File: config.mk
export PLATFORM = sky130hd
export DESIGN_NAME = bg_tile_fetch
export DESIGN_NICKNAME = d
export VERILOG_FILES = /design/src/rtl/bg_tile_fetch.sv
export SDC_FILE = /design/constraint.sdc
export NUM_CORES = 1
export LEC_CHECK = 0
export ABC_AREA = 1
export BUFFER_PORTS_ARGS = -buffer_cell sky130_fd_sc_hd__buf_2
export CAP_MARGIN = 20
export CORE_MARGIN = 2
export CORE_UTILIZATION = 54
export DETAILED_ROUTE_END_ITERATION = 10
export PLACE_DENSITY = 0.8
export SLEW_MARGIN = 20
export SYNTH_ARGS = -nofsm -noshare
export SYNTH_HDL_FRONTEND = slang
export SYNTH_SLANG_ARGS = --single-unit
export TNS_END_PERCENT = 50
File: constraint.sdc
create_clock -name clk2 -period 2.9 [get_ports clk2]
set_clock_uncertainty 0.15 [all_clocks]
set_input_delay 0.145 -clock clk2 [delete_from_list [all_inputs] [get_ports clk2]]
set_output_delay 0.145 -clock clk2 [all_outputs]
set_load 0.005 [all_outputs]
File: src/rtl/bg_tile_fetch.sv
// Background / window tile fetch sequencer for the DMG PPU.
// Walks map -> low bitplane -> high bitplane reads for each 8-pixel tile
// during mode 3, then offers the bitplanes to the BG pixel FIFO.
// A window match restarts fetching from the window map at column 0 and
// the window line counter advances at the end of every line that used it.
module bg_tile_fetch (
    input  logic        clk2,
    input  logic        reset_video2,
    input  logic        line_start,
    input  logic        line_end,
    input  logic        frame_start,
    input  logic        win_trigger,
    input  logic        ff40_d3,
    input  logic        ff40_d4,
    input  logic        ff40_d6,
    input  logic [7:0]  scx,
    input  logic [7:0]  scy,
    input  logic [7:0]  ly,
    input  logic [7:0]  md,
    output logic [12:0] vram_addr,
    output logic        vram_rd,
    input  logic        fifo_ready,
    output logic        tile_valid,
    output logic [7:0]  tile_lo,
    output logic [7:0]  tile_hi,
    output logic        win_mode
);

    // Sequencer states; *_A issue a read, *_B wait for md.
    localparam logic [2:0] S_IDLE  = 3'd0;
    localparam logic [2:0] S_MAP_A = 3'd1;
    localparam logic [2:0] S_MAP_B = 3'd2;
    localparam logic [2:0] S_LO_A  = 3'd3;
    localparam logic [2:0] S_LO_B  = 3'd4;
    localparam logic [2:0] S_HI_A  = 3'd5;
    localparam logic [2:0] S_HI_B  = 3'd6;
    localparam logic [2:0] S_PUSH  = 3'd7;

    logic [2:0]  state_q,     state_d;
    logic [4:0]  tile_x_q,    tile_x_d;
    logic        win_mode_q,  win_mode_d;
    logic [7:0]  win_line_q,  win_line_d;
    logic [7:0]  tile_idx_q,  tile_idx_d;
    logic [7:0]  tile_lo_q,   tile_lo_d;
    logic [7:0]  tile_hi_q,   tile_hi_d;
    logic [12:0] vram_addr_q, vram_addr_d;
    logic        vram_rd_q,   vram_rd_d;

    logic        win_hit;
    logic        accept;
    logic [7:0]  bg_line;
    logic [4:0]  bg_col;
    logic [2:0]  row;
    logic [12:0] map_addr;
    logic [11:0] data_base;

    // A window match only counts once per line and only while fetching.
    assign win_hit    = win_trigger & ~win_mode_q & (state_q != S_IDLE);
    // A restart in the PUSH cycle withdraws the tile so it is never accepted.
    assign tile_valid = (state_q == S_PUSH) & ~win_hit;
    assign accept     = tile_valid & fifo_ready;

    assign vram_addr  = vram_addr_q;
    assign vram_rd    = vram_rd_q;
    assign tile_lo    = tile_lo_q;
    assign tile_hi    = tile_hi_q;
    assign win_mode   = win_mode_q;

    // Next-state, column, window and captured-byte logic.
    always_comb begin
        state_d    = state_q;
        tile_x_d   = tile_x_q;
        win_mode_d = win_mode_q;
        win_line_d = win_line_q;
        tile_idx_d = tile_idx_q;
        tile_lo_d  = tile_lo_q;
        tile_hi_d  = tile_hi_q;

        // md belongs to the read issued in the preceding *_A cycle.
        case (state_q)
            S_MAP_B: tile_idx_d = md;
            S_LO_B:  tile_lo_d  = md;
            S_HI_B:  tile_hi_d  = md;
            default: ;
        endcase

        if (line_end) begin
            state_d    = S_IDLE;
            win_mode_d = 1'b0;
            if (win_mode_q)
                win_line_d = win_line_q + 8'd1;
        end else if (win_hit) begin
            state_d    = S_MAP_A;
            win_mode_d = 1'b1;
            tile_x_d   = 5'd0;
        end else begin
            case (state_q)
                S_IDLE: begin
                    if (line_start) begin
                        state_d    = S_MAP_A;
                        tile_x_d   = 5'd0;
                        win_mode_d = 1'b0;
                    end
                end
                S_MAP_A: state_d = S_MAP_B;
                S_MAP_B: state_d = S_LO_A;
                S_LO_A:  state_d = S_LO_B;
                S_LO_B:  state_d = S_HI_A;
                S_HI_A:  state_d = S_HI_B;
                S_HI_B:  state_d = S_PUSH;
                S_PUSH: begin
                    if (accept) begin
                        state_d  = S_MAP_A;
                        tile_x_d = tile_x_q + 5'd1;
                    end
                end
                default: state_d = S_IDLE;
            endcase
        end

        // Frame start wins over a same-cycle end-of-line increment.
        if (frame_start)
            win_line_d = 8'd0;
    end

    // Address for the state being entered, so it is on the bus from that
    // state's first cycle (including the cycle right after a window match).
    always_comb begin
        bg_line   = scy + ly;
        bg_col    = scx[7:3] + tile_x_d;
        row       = win_mode_d ? win_line_q[2:0] : bg_line[2:0];
        map_addr  = win_mode_d ? {2'b11, ff40_d6, win_line_q[7:3], tile_x_d}
                               : {2'b11, ff40_d3, bg_line[7:3], bg_col};
        // Signed mode places indices 0x00-0x7F at 0x1000 and 0x80-0xFF at 0x0800.
        data_base = {~(ff40_d4 | tile_idx_d[7]), tile_idx_d, row};

        vram_addr_d = vram_addr_q;
        vram_rd_d   = 1'b0;
        case (state_d)
            S_MAP_A: begin
                vram_addr_d = map_addr;
                vram_rd_d   = 1'b1;
            end
            S_LO_A: begin
                vram_addr_d = {data_base, 1'b0};
                vram_rd_d   = 1'b1;
            end
            S_HI_A: begin
                vram_addr_d = {data_base, 1'b1};
                vram_rd_d   = 1'b1;
            end
            default: ;
        endcase
    end

    // State registers with asynchronous clear.
    always_ff @(posedge clk2 or posedge reset_video2) begin
        if (reset_video2) begin
            state_q     <= S_IDLE;
            tile_x_q    <= 5'd0;
            win_mode_q  <= 1'b0;
            win_line_q  <= 8'd0;
            tile_idx_q  <= 8'd0;
            tile_lo_q   <= 8'd0;
            tile_hi_q   <= 8'd0;
            vram_addr_q <= 13'd0;
            vram_rd_q   <= 1'b0;
        end else begin
            state_q     <= state_d;
            tile_x_q    <= tile_x_d;
            win_mode_q  <= win_mode_d;
            win_line_q  <= win_line_d;
            tile_idx_q  <= tile_idx_d;
            tile_lo_q   <= tile_lo_d;
            tile_hi_q   <= tile_hi_d;
            vram_addr_q <= vram_addr_d;
            vram_rd_q   <= vram_rd_d;
        end
    end

endmodule

==> out/results.ini <==
[synth]
synthAdderAreaFrac = 0.0627
synth_top_family_by_area = simple AND/OR/NAND/NOR gates
synth_area_um2 = 3230
syn_nets = 469
syn_area_per_cell_um2 = 7.84
synth_area_leaders = dfrtp_1 (43%), nand2_1 (13%), inv_1 (5.5%)
ys_async_sr_fraction = 1.00
synth_edf_count = 0
synth_cell_types = 39
yosys.area_share.xor_xnor = 0.0108
synth_compound_area_frac = 0.122
ys.flop_type = dfrtp_1
netlist.area_leader.share = 0.426
ys_ff_latch = 55
yosysWarnings = 0
synth-simple-area-share = 0.309
synth_area_leader_cell = dfrtp_1
synthMuxAreaShare = 0
yosysSeqAreaShare = 0.426
synthCells = 412

[place]
numPortBuffers = 70
placed_area_um2 = 3660
dp.cells = 554
dp_hpwl_mm = 6.09
gp_congestion = 0.899

[layout]
postLayoutCellArea_um2 = 3880
fin_cells = 573
layout_common_cells = nand2_1 (110), buf_2 (70), dfrtp_1 (52), inv_1 (45), o21ai_0 (34)
syn_to_final_growth_pct = 20.2
final_common_cell = nand2_1
antenna_cells = 0
nets = 554
final_layout_size_suffix_gt1_frac = 0.247

[pwr]
powerDensity_nw_per_um2 = 695
ir_worst_vdd_v = 0.000418
fin_total_pwr_mw = 2.70
p_leak_nw = 2.03

[timing]
hold_viol = 0
setup_tns_ps = 0
drv_slew = 0
fin_hold_ws_ps = 31.3
timing.slew.headroom = 0.646
tightest_slew_ps = 530
fmax_ghz = 0.370
fin_crit_sh = 0.932
period_needed_ps = 2700
setup_viol = 0

[setup_path]
cp_top_family = simple AND/OR/NAND/NOR gates
cp_slowest_cell = dfrtp_2
path_max_fanout = 6
critPathArrivalTime_ps = 2760
critical_path.cell_chain = nor2_4 > nand2_2 > nand2_2 > nand2_1 > o22ai_1 > nand2_1 > nand2_1 > ha_1 > a21oi_2 > a21oi_1 > nand3b_1 > nand3_1 > nor2_1 > nor2_1 > nor2_1
worst_setup_path_start_kind = flip-flop
worst-setup-path-type = reg -> reg
worst_r2r_startpoint = state_q[1]$_DFF_PP0_
startpoint = state_q[1]$_DFF_PP0_
worstSetupEndpointType = flip-flop
crit_path_max_incr_delay_ps = 470
required_ps = 2960
crit_buf_inv = 0

[route]
wl_met1_mm = 3.40
drc_errors = 0
drt_wl_total_mm = 7.89
dr.first_iter.drc_count = 210
wl_met2_mm = 4.00
highest_layer = met4
dr_wl_met3_um = 360
vias = 3034
avgRoutedWirePerCell_um = 13.8
dr.pass1.iters = 4
drtAntennaViolNets = 0
viasPerCell = 5.29

[clock_tree]
cts.clk_slew.worst_paths_ps = 110
clockRootBuffer = clkbuf_8
clockBufferDepth = 2
insertion_delay_ps = 320
cts_sinks = 55
cts_tree = done
cts_made_buffers = 5
htreeDepth = 2

[job]
maxCapViolations = 0

[die]
design.core.area_um2 = 5850
die_h_um = 81.4
die_w_um = 81.4
ios = 74
rows = 28
dieArea_um2 = 6620
initial_core_util = 0.552

[grt]
antenna_found_initial = 0
track_usage = 0.250
grt_overflow_total = 0
grt_max_degree = 41
grt_pass1_wl_mm = 12.7
grt_pass1_vias = 2841

[min_path]
hold_class = in -> reg
hp-start = ff40_d6

[outcome]
outcome = completed

## worst register-to-register path, stage by stage, from the launching register on
cell and delay (ps):
dfrtp_2 470, nor2_4 160, nand2_2 110, nand2_2 150
nand2_1 160, o22ai_1 200, nand2_1 100, nand2_1 90
ha_1 280, a21oi_2 170, a21oi_1 70, nand3b_1 160
nand3_1 100, nor2_1 50, nor2_1 130, nor2_1 60
## layer usage
metal / GRT usage / vias up
met5: 0 / -
met4: 0.0661 / 0
met3: 0.0433 / 11
met2: 0.450 / 77
met1: 0.308 / 1429
li1: - / 1517
## what timing repair did
item / in CTS / in global routing
hold endpoints to repair: 32 / 0
buffers inserted: 0 / 0
resized for setup: 0 / 9
setup endpoints to repair: 0 / 4
hold buffers: 11 / 0
## Yosys cell counts, drive strengths merged, types with 2 or more instances
library cell / count
a31oi: 2
or2: 3
xnor2: 2
nor2: 30
a22oi: 3
nor3b: 2
inv: 51
o22ai: 2
a21oi: 18
nand3b: 2
nand4: 7
clkbuf: 2
nand2: 123
ha: 13
o21a: 2
fa: 2
dfrtp: 55
buf: 3
nor3: 7
nand3: 38
xor2: 2
o21ai: 37
o211ai: 2
## cell families after synthesis
logic type,after synthesis
xor+xnor,4
buf+inv,57
compound gates,69
fa+ha+maj,15
simple gates,212
flops,55
## worst paths after layout
path,end,slack [ps],cells past startpoint
setup / recovery,vram_addr[3]$_DFFE_PP0P_,200,15
hold / removal,vram_addr[10]$_DFFE_PP0P_,30,5
setup reg to reg,vram_addr[3]$_DFFE_PP0P_,200,15
hold reg to reg,tile_hi[0]$_DFFE_PP0P_,340,2
max in group asynchronous,state_q[2]$_DFF_PP0_,1590,4
min in group asynchronous,win_line_q[7]$_DFFE_PP0P_,170,3
## layout make-up
cell class / instances / area, um2
clock inverters: 3 / 27.5
inverters: 52 / 196
repair buffers: 83 / 475
well taps: 75 / 93.8
clock buffers: 5 / 68.8
flip-flops and latches: 55 / 1380
fillers: 500 / 1970
multi-input cells: 300 / 1640
## power breakdown
part / total (mW) / leakage (nW) / internal [mW] / switching, mW
Clock: 0.458 / 0.0467 / 0.180 / 0.278
Sequential: 1.18 / 0.650 / 1.04 / 0.140
Combinational: 1.06 / 1.33 / 0.431 / 0.632
## registers in the layout, summed over array words and instances, names as in the netlist
register,count
vram_addr,13
tile_hi,8
tile_idx_q,8
tile_lo,8
win_line_q,8
tile_x_q,5
state_q,3
vram_rd,1
win_mode,1
## stage by stage
step	setup WS, ps	util
global placement	130	0.626
CTS	11.0	0.661
detailed placement	81.3	0.626
finish	198	0.664
global route	-4.10	0.664
floorplan	387	-
No activity file was read; power rests on OpenSTA's default activity.
